[src/rtl/branch_predictor_pkg.sv]
// Shared encodings for the branch predictor: 2-bit counter states and the
// branch condition codes the execute-stage comparator resolves.
package branch_predictor_pkg;

  typedef enum logic [1:0] {
    SNT = 2'b00,
    WNT = 2'b01,
    WT  = 2'b10,
    ST  = 2'b11
  } ctr_e;

  typedef enum logic [2:0] {
    BEQ  = 3'b000,
    BNE  = 3'b001,
    BLT  = 3'b100,
    BGE  = 3'b101,
    BLTU = 3'b110,
    BGEU = 3'b111
  } br_cond_e;

  localparam logic [15:0] MISP_CNT_MAX = 16'hFFFF;

endpackage

[src/rtl/bp_sat_counter.sv]
// 2-bit saturating counter next-state: step toward taken/not-taken, clamp at the ends.
module bp_sat_counter
  import branch_predictor_pkg::*;
(
  input  logic [1:0] counter_i,
  input  logic       taken_i,
  output logic [1:0] next_counter_o
);

  always_comb begin
    next_counter_o = counter_i;
    if (taken_i) begin
      if (counter_i != ST) next_counter_o = counter_i + 2'd1;
    end else begin
      if (counter_i != SNT) next_counter_o = counter_i - 2'd1;
    end
  end

endmodule

[src/rtl/branch_predictor.sv]
// Bimodal branch predictor: flop-based table of 2-bit counters, registered
// prediction with write-first bypass, and a saturating mispredict counter.
module branch_predictor
  import branch_predictor_pkg::*;
#(
  parameter int ENTRIES = 16,
  parameter int IDX_W   = $clog2(ENTRIES)
) (
  input  logic        clk,
  input  logic        rst_n,
  input  logic        fetch_valid,
  input  logic [31:0] fetch_pc,
  output logic        pred_valid,
  output logic        pred_taken,
  input  logic        resolve_valid,
  input  logic [31:0] resolve_pc,
  input  logic        resolve_taken,
  input  logic        resolve_pred,
  output logic        mispredict,
  output logic [15:0] mispredict_cnt
);

  logic [ENTRIES-1:0][1:0] table_q;
  logic [IDX_W-1:0]        fetch_idx, upd_idx;
  logic [1:0]              upd_ctr, upd_next, fetch_ctr;
  logic                    pred_valid_q, pred_taken_q, pred_taken_d;
  logic                    misp_q, misp_d;
  logic [15:0]             cnt_q, cnt_d;

  // High PC bits alias by design; word-offset bits carry no information.
  logic unused_pc_bits;
  assign unused_pc_bits = ^{fetch_pc[31:IDX_W+2], fetch_pc[1:0],
                            resolve_pc[31:IDX_W+2], resolve_pc[1:0]};

  assign fetch_idx = fetch_pc[IDX_W+1:2];
  assign upd_idx   = resolve_pc[IDX_W+1:2];
  assign upd_ctr   = table_q[upd_idx];

  bp_sat_counter u_sat (
    .counter_i      (upd_ctr),
    .taken_i        (resolve_taken),
    .next_counter_o (upd_next)
  );

  // Write-first: a same-cycle update to the fetched entry is visible to the prediction.
  always_comb begin
    fetch_ctr = table_q[fetch_idx];
    if (resolve_valid && (upd_idx == fetch_idx)) fetch_ctr = upd_next;
    pred_taken_d = fetch_valid ? fetch_ctr[1] : pred_taken_q;
    misp_d       = resolve_valid && (resolve_taken != resolve_pred);
    cnt_d        = cnt_q;
    if (misp_d && (cnt_q != MISP_CNT_MAX)) cnt_d = cnt_q + 16'd1;
  end

  always_ff @(posedge clk) begin
    if (!rst_n) begin
      for (int i = 0; i < ENTRIES; i++) table_q[i] <= WNT;
      pred_valid_q <= 1'b0;
      pred_taken_q <= 1'b0;
      misp_q       <= 1'b0;
      cnt_q        <= '0;
    end else begin
      if (resolve_valid) table_q[upd_idx] <= upd_next;
      pred_valid_q <= fetch_valid;
      pred_taken_q <= pred_taken_d;
      misp_q       <= misp_d;
      cnt_q        <= cnt_d;
    end
  end

  assign pred_valid     = pred_valid_q;
  assign pred_taken     = pred_taken_q;
  assign mispredict     = misp_q;
  assign mispredict_cnt = cnt_q;

endmodule

[config.mk]
export PLATFORM = sky130hd
export DESIGN_NAME = branch_predictor
export DESIGN_NICKNAME = d
export VERILOG_FILES = /design/src/rtl/branch_predictor_pkg.sv /design/src/rtl/bp_sat_counter.sv /design/src/rtl/branch_predictor.sv
export SDC_FILE = /design/constraint.sdc
export NUM_CORES = 1
export LEC_CHECK = 0
export CAP_MARGIN = 0
export CELL_PAD_IN_SITES_DETAIL_PLACEMENT = 1
export CELL_PAD_IN_SITES_GLOBAL_PLACEMENT = 1
export CORE_ASPECT_RATIO = 0.6
export CORE_MARGIN = 5
export CORE_UTILIZATION = 30
export DETAILED_ROUTE_END_ITERATION = 8
export PLACE_DENSITY = 0.85
export SYNTH_ARGS = -nofsm -noshare
export SYNTH_HDL_FRONTEND = slang
export SYNTH_SLANG_ARGS = --single-unit
[constraint.sdc]
create_clock -name clk -period 2.5 [get_ports clk]
set_input_delay 0.75 -clock clk [delete_from_list [all_inputs] [get_ports clk]]
set_output_delay 0.75 -clock clk [all_outputs]
set_load 0.05 [all_outputs]
==> flow_metrics.env <==
export IMPL_drcViolationCount=0
export IMPL_dpl_cell_area_um2=3350
export IMPL_path_clk_slew_ns=0.07
export IMPL_skew_ns=0.00810
export IMPL_drive_above_1_share_pct=24.8
export IMPL_synth_adder_area_share_pct=1.32
export IMPL_worstPathMaxFanout=5
export IMPL_cp_slowest_cell="clkdlybuf4s50_1"
export IMPL_final_cells=475
export IMPL_fin_area_um2=3620
export IMPL_cts_made_buffers=5
export IMPL_grt_pass1_wl_um=15500
export IMPL_maxCapViolations=0
export IMPL_leakage_nw=1.33
export IMPL_yosysTopAreaCellShare_pct=38.5
export IMPL_io_pins=89
export IMPL_port_buffers=32
export IMPL_synthMuxAreaShare_pct=11.0
export IMPL_die_w_um=131
export IMPL_htreeDepth=2
export IMPL_hold_viol_final=0
export IMPL_max_stage_delay_ns=0.63
export IMPL_grt_pass1_vias=2824
export IMPL_finalSetupViolCount=0
export IMPL_r2r_start="mispredict_cnt[3]"
export IMPL_grt_max_degree=26
export IMPL_whs_ns=0.490
export IMPL_drt_iter0_markers=127
export IMPL_async_flop_share_pct=0
export IMPL_yosysSeqAreaShare_pct=38.5
export IMPL_synth_top_family_by_area="simple AND/OR/NAND/NOR gates"
export IMPL_relSlewSlack_pct=64.4
export IMPL_antenna_cells=0
export IMPL_end_kind="flip-flop"
export IMPL_synth_top_area_cell="dfxtp_1"
export IMPL_yosys_warnings=0
export IMPL_synth_seq_cells=51
export IMPL_synthToLayoutAreaGrowth_pct=36.7
export IMPL_rrSetupSlack_ns=0.40
export IMPL_hpwlAfterDp_um=6960
export IMPL_critical_path_class="primary input to flip-flop"
export IMPL_hp_class="flip-flop to flip-flop"
export IMPL_die_area_um2=10900
export IMPL_fin_nets=433
export IMPL_netlist_instances=295
export IMPL_required_ns=2.68
export IMPL_synth_xor_area_share_pct=5.62
export IMPL_holdPathEnd="table_q[20]"
export IMPL_fillCellCount=1006
export IMPL_postRouteWirelength_um=9580
export IMPL_period_share_pct=97.6
export IMPL_worstSkewPairLatency_ns=0.30
export IMPL_track_usage_pct=17.9
export IMPL_cts_root_buf="clkbuf_16"
export IMPL_hold_start="table_q[20]"
export IMPL_crit_top_cell="mux4_2"
export IMPL_die_y_um=82.8
export IMPL_tritoncts="yes"
export IMPL_syn_num_nets=366
export IMPL_final_antenna_net_count=0
export IMPL_gp_congestion=0.830
export IMPL_drt_first_pass_iters=4
export IMPL_reg2reg_to="mispredict_cnt[14]"
export IMPL_yosysMostFrequentCell="dfxtp_1"
export IMPL_period_minus_slack_ns=2.44
export IMPL_ys_flop_type="dfxtp_1"
export IMPL_rsz0062_at_grt="no"
export IMPL_yosysUniqueCellTypes=41
export IMPL_initial_core_util_pct=31.0
export IMPL_outcome="finished, final reports clean"
export IMPL_rows=26
export IMPL_startpoint_type="primary input"
export IMPL_slew_violations=0
export IMPL_fin_util_pct=42.3
export IMPL_worst_pin_slew_ns=0.533
export IMPL_syn_avg_cell_area_um2=8.98
export IMPL_power_density_nw_per_um2=516
export IMPL_reg2regPathDepth=5
export IMPL_crit_path_cell_trace="clkdlybuf4s50_1 -> mux4_2 -> mux4_2 -> a31o_2 -> o211ai_1 -> o21ai_1"
export IMPL_grt_ovfl_total=0
export IMPL_wl_per_cell_um=20.2
export IMPL_hold_depth=2
export IMPL_routed_via_density=5.47
export IMPL_synthTopCellsByCount="dfxtp_1, nand2_1, a21oi_1"
export IMPL_num_vias=2598
export IMPL_antenna_found_initial=0
export IMPL_place_inst=460
export IMPL_netlist_area_um2=2650
export IMPL_cts_hold_buf=0
export IMPL_synth_edf_count=0
export IMPL_yosys_area_share_simple_pct=23.6
export IMPL_arrival_ns=2.62
export IMPL_max_freq_mhz=410
export IMPL_cts_buffer_depth=2
export IMPL_synth_area_top_cells="dfxtp_1, mux4_2, a21oi_1, xnor2_1, nand2_1"
export IMPL_ir_drop_v=0.000269
export IMPL_coreArea_um2=8560
export IMPL_synth_compound_area_share_pct=15.7
export IMPL_cts_sinks=51
cell families (layout without fill, tap and decap cells):
group,count (synthesis),after routing
AO/OA/AOI/OAI,67,67
XOR/XNOR,17,17
adder cells (fa/ha/maj),3,4
buffers and inverters,24,91
flip-flops,51,51
multiplexers,13,13
AND/OR/NAND/NOR,120,120
cell usage in the layout, fill, tap and decap left out, types with 2 or more instances in the layout:
cell	instances
clkbuf_16	5
dlygate4sd2_1	2
o21ai_0	18
nand2_1	28
nand4_1	8
o21ai_1	6
a21oi_1	26
a311oi_2	2
clkdlybuf4s50_1	27
buf_12	2
maj3_2	2
buf_2	2
xor2_1	4
mux4_2	13
nand3_1	11
buf_4	41
o211ai_1	6
nor3_1	11
or3_1	9
and4_1	2
o211ai_2	5
clkbuf_8	2
dfxtp_1	51
and3_1	5
and2_1	2
inv_1	3
xnor2_1	13
nor4b_1	2
nor4_1	6
nor2_1	21
nor3b_1	2
nand2b_1	3
buf_6	2
nor2b_1	2
final cells by class:
type | count | area (um^2) | share of cell area (%)
Clock buffer | 7 | 153 | 4.21
Clock inverter | 1 | 7.51 | 0.207
Inverter | 4 | 15.0 | 0.415
Multi-Input combinational cell | 221 | 1570 | 43.3
Sequential cell | 51 | 1020 | 28.2
Tap cell | 112 | 140 | 3.87
Timing Repair Buffer | 79 | 718 | 19.8
state kept, by name, summed over array words and instances, names as in the netlist:
name            flops
mispredict          1
mispredict_cnt     16
pred_taken          1
pred_valid          1
table_q            32
power by group:
part           switching, mW  internal (mW)
Clock                  0.313          0.426
Combinational          0.158          0.130
Sequential            0.0137          0.828
how the worst max path moves through the flow:
stage	startpoint	endpoint	slack, ns
2_1_floorplan	fetch_pc[3]	pred_taken	0.14
3_3_place_gp	resolve_pc[2]	table_q[18]	-0.57
3_5_place_dp	resolve_pc[2]	table_q[0]	-0.65
4_1_cts	resolve_pc[5]	table_q[1]	0.02
5_1_grt	fetch_pc[5]	pred_taken	0.002
6_report	fetch_pc[5]	pred_taken	0.06
worst max-delay path: cells and delay by family:
kind | cells | cell delay, ns
AOI/OAI and AO/OA | 3 | 0.38
buffers and inverters | 1 | 0.63
muxes | 2 | 0.86
routing by layer:
| metal | routed length, um | GRT usage (%) | vias to the layer above |
|---|---|---|---|
| met5 | 0 | 0 | - |
| met4 | 178 | 5.70 | 0 |
| met3 | 366 | 4.71 | 15 |
| met2 | 4540 | 29.5 | 49 |
| met1 | 4500 | 22.9 | 1312 |
| li1 | - | - | 1222 |
through the flow:
step,power [mW],setup TNS (ns),worst slack (ns)
after floorplan,0.999,0,0.139
after global placement,1.10,-14.75,-0.574
after detailed placement,1.12,-16.86,-0.652
after CTS,1.88,0,0.0200
after global routing,1.95,0,0.00179
final,1.87,0,0.0603
timing repair:
action,in CTS,in global routing
setup buffers,3,1
setup endpoints to repair,33,10
cloned,3,0
gates resized for setup,17,5
pin swaps,2,1
Note: power is estimated with default switching activity, not from simulation.
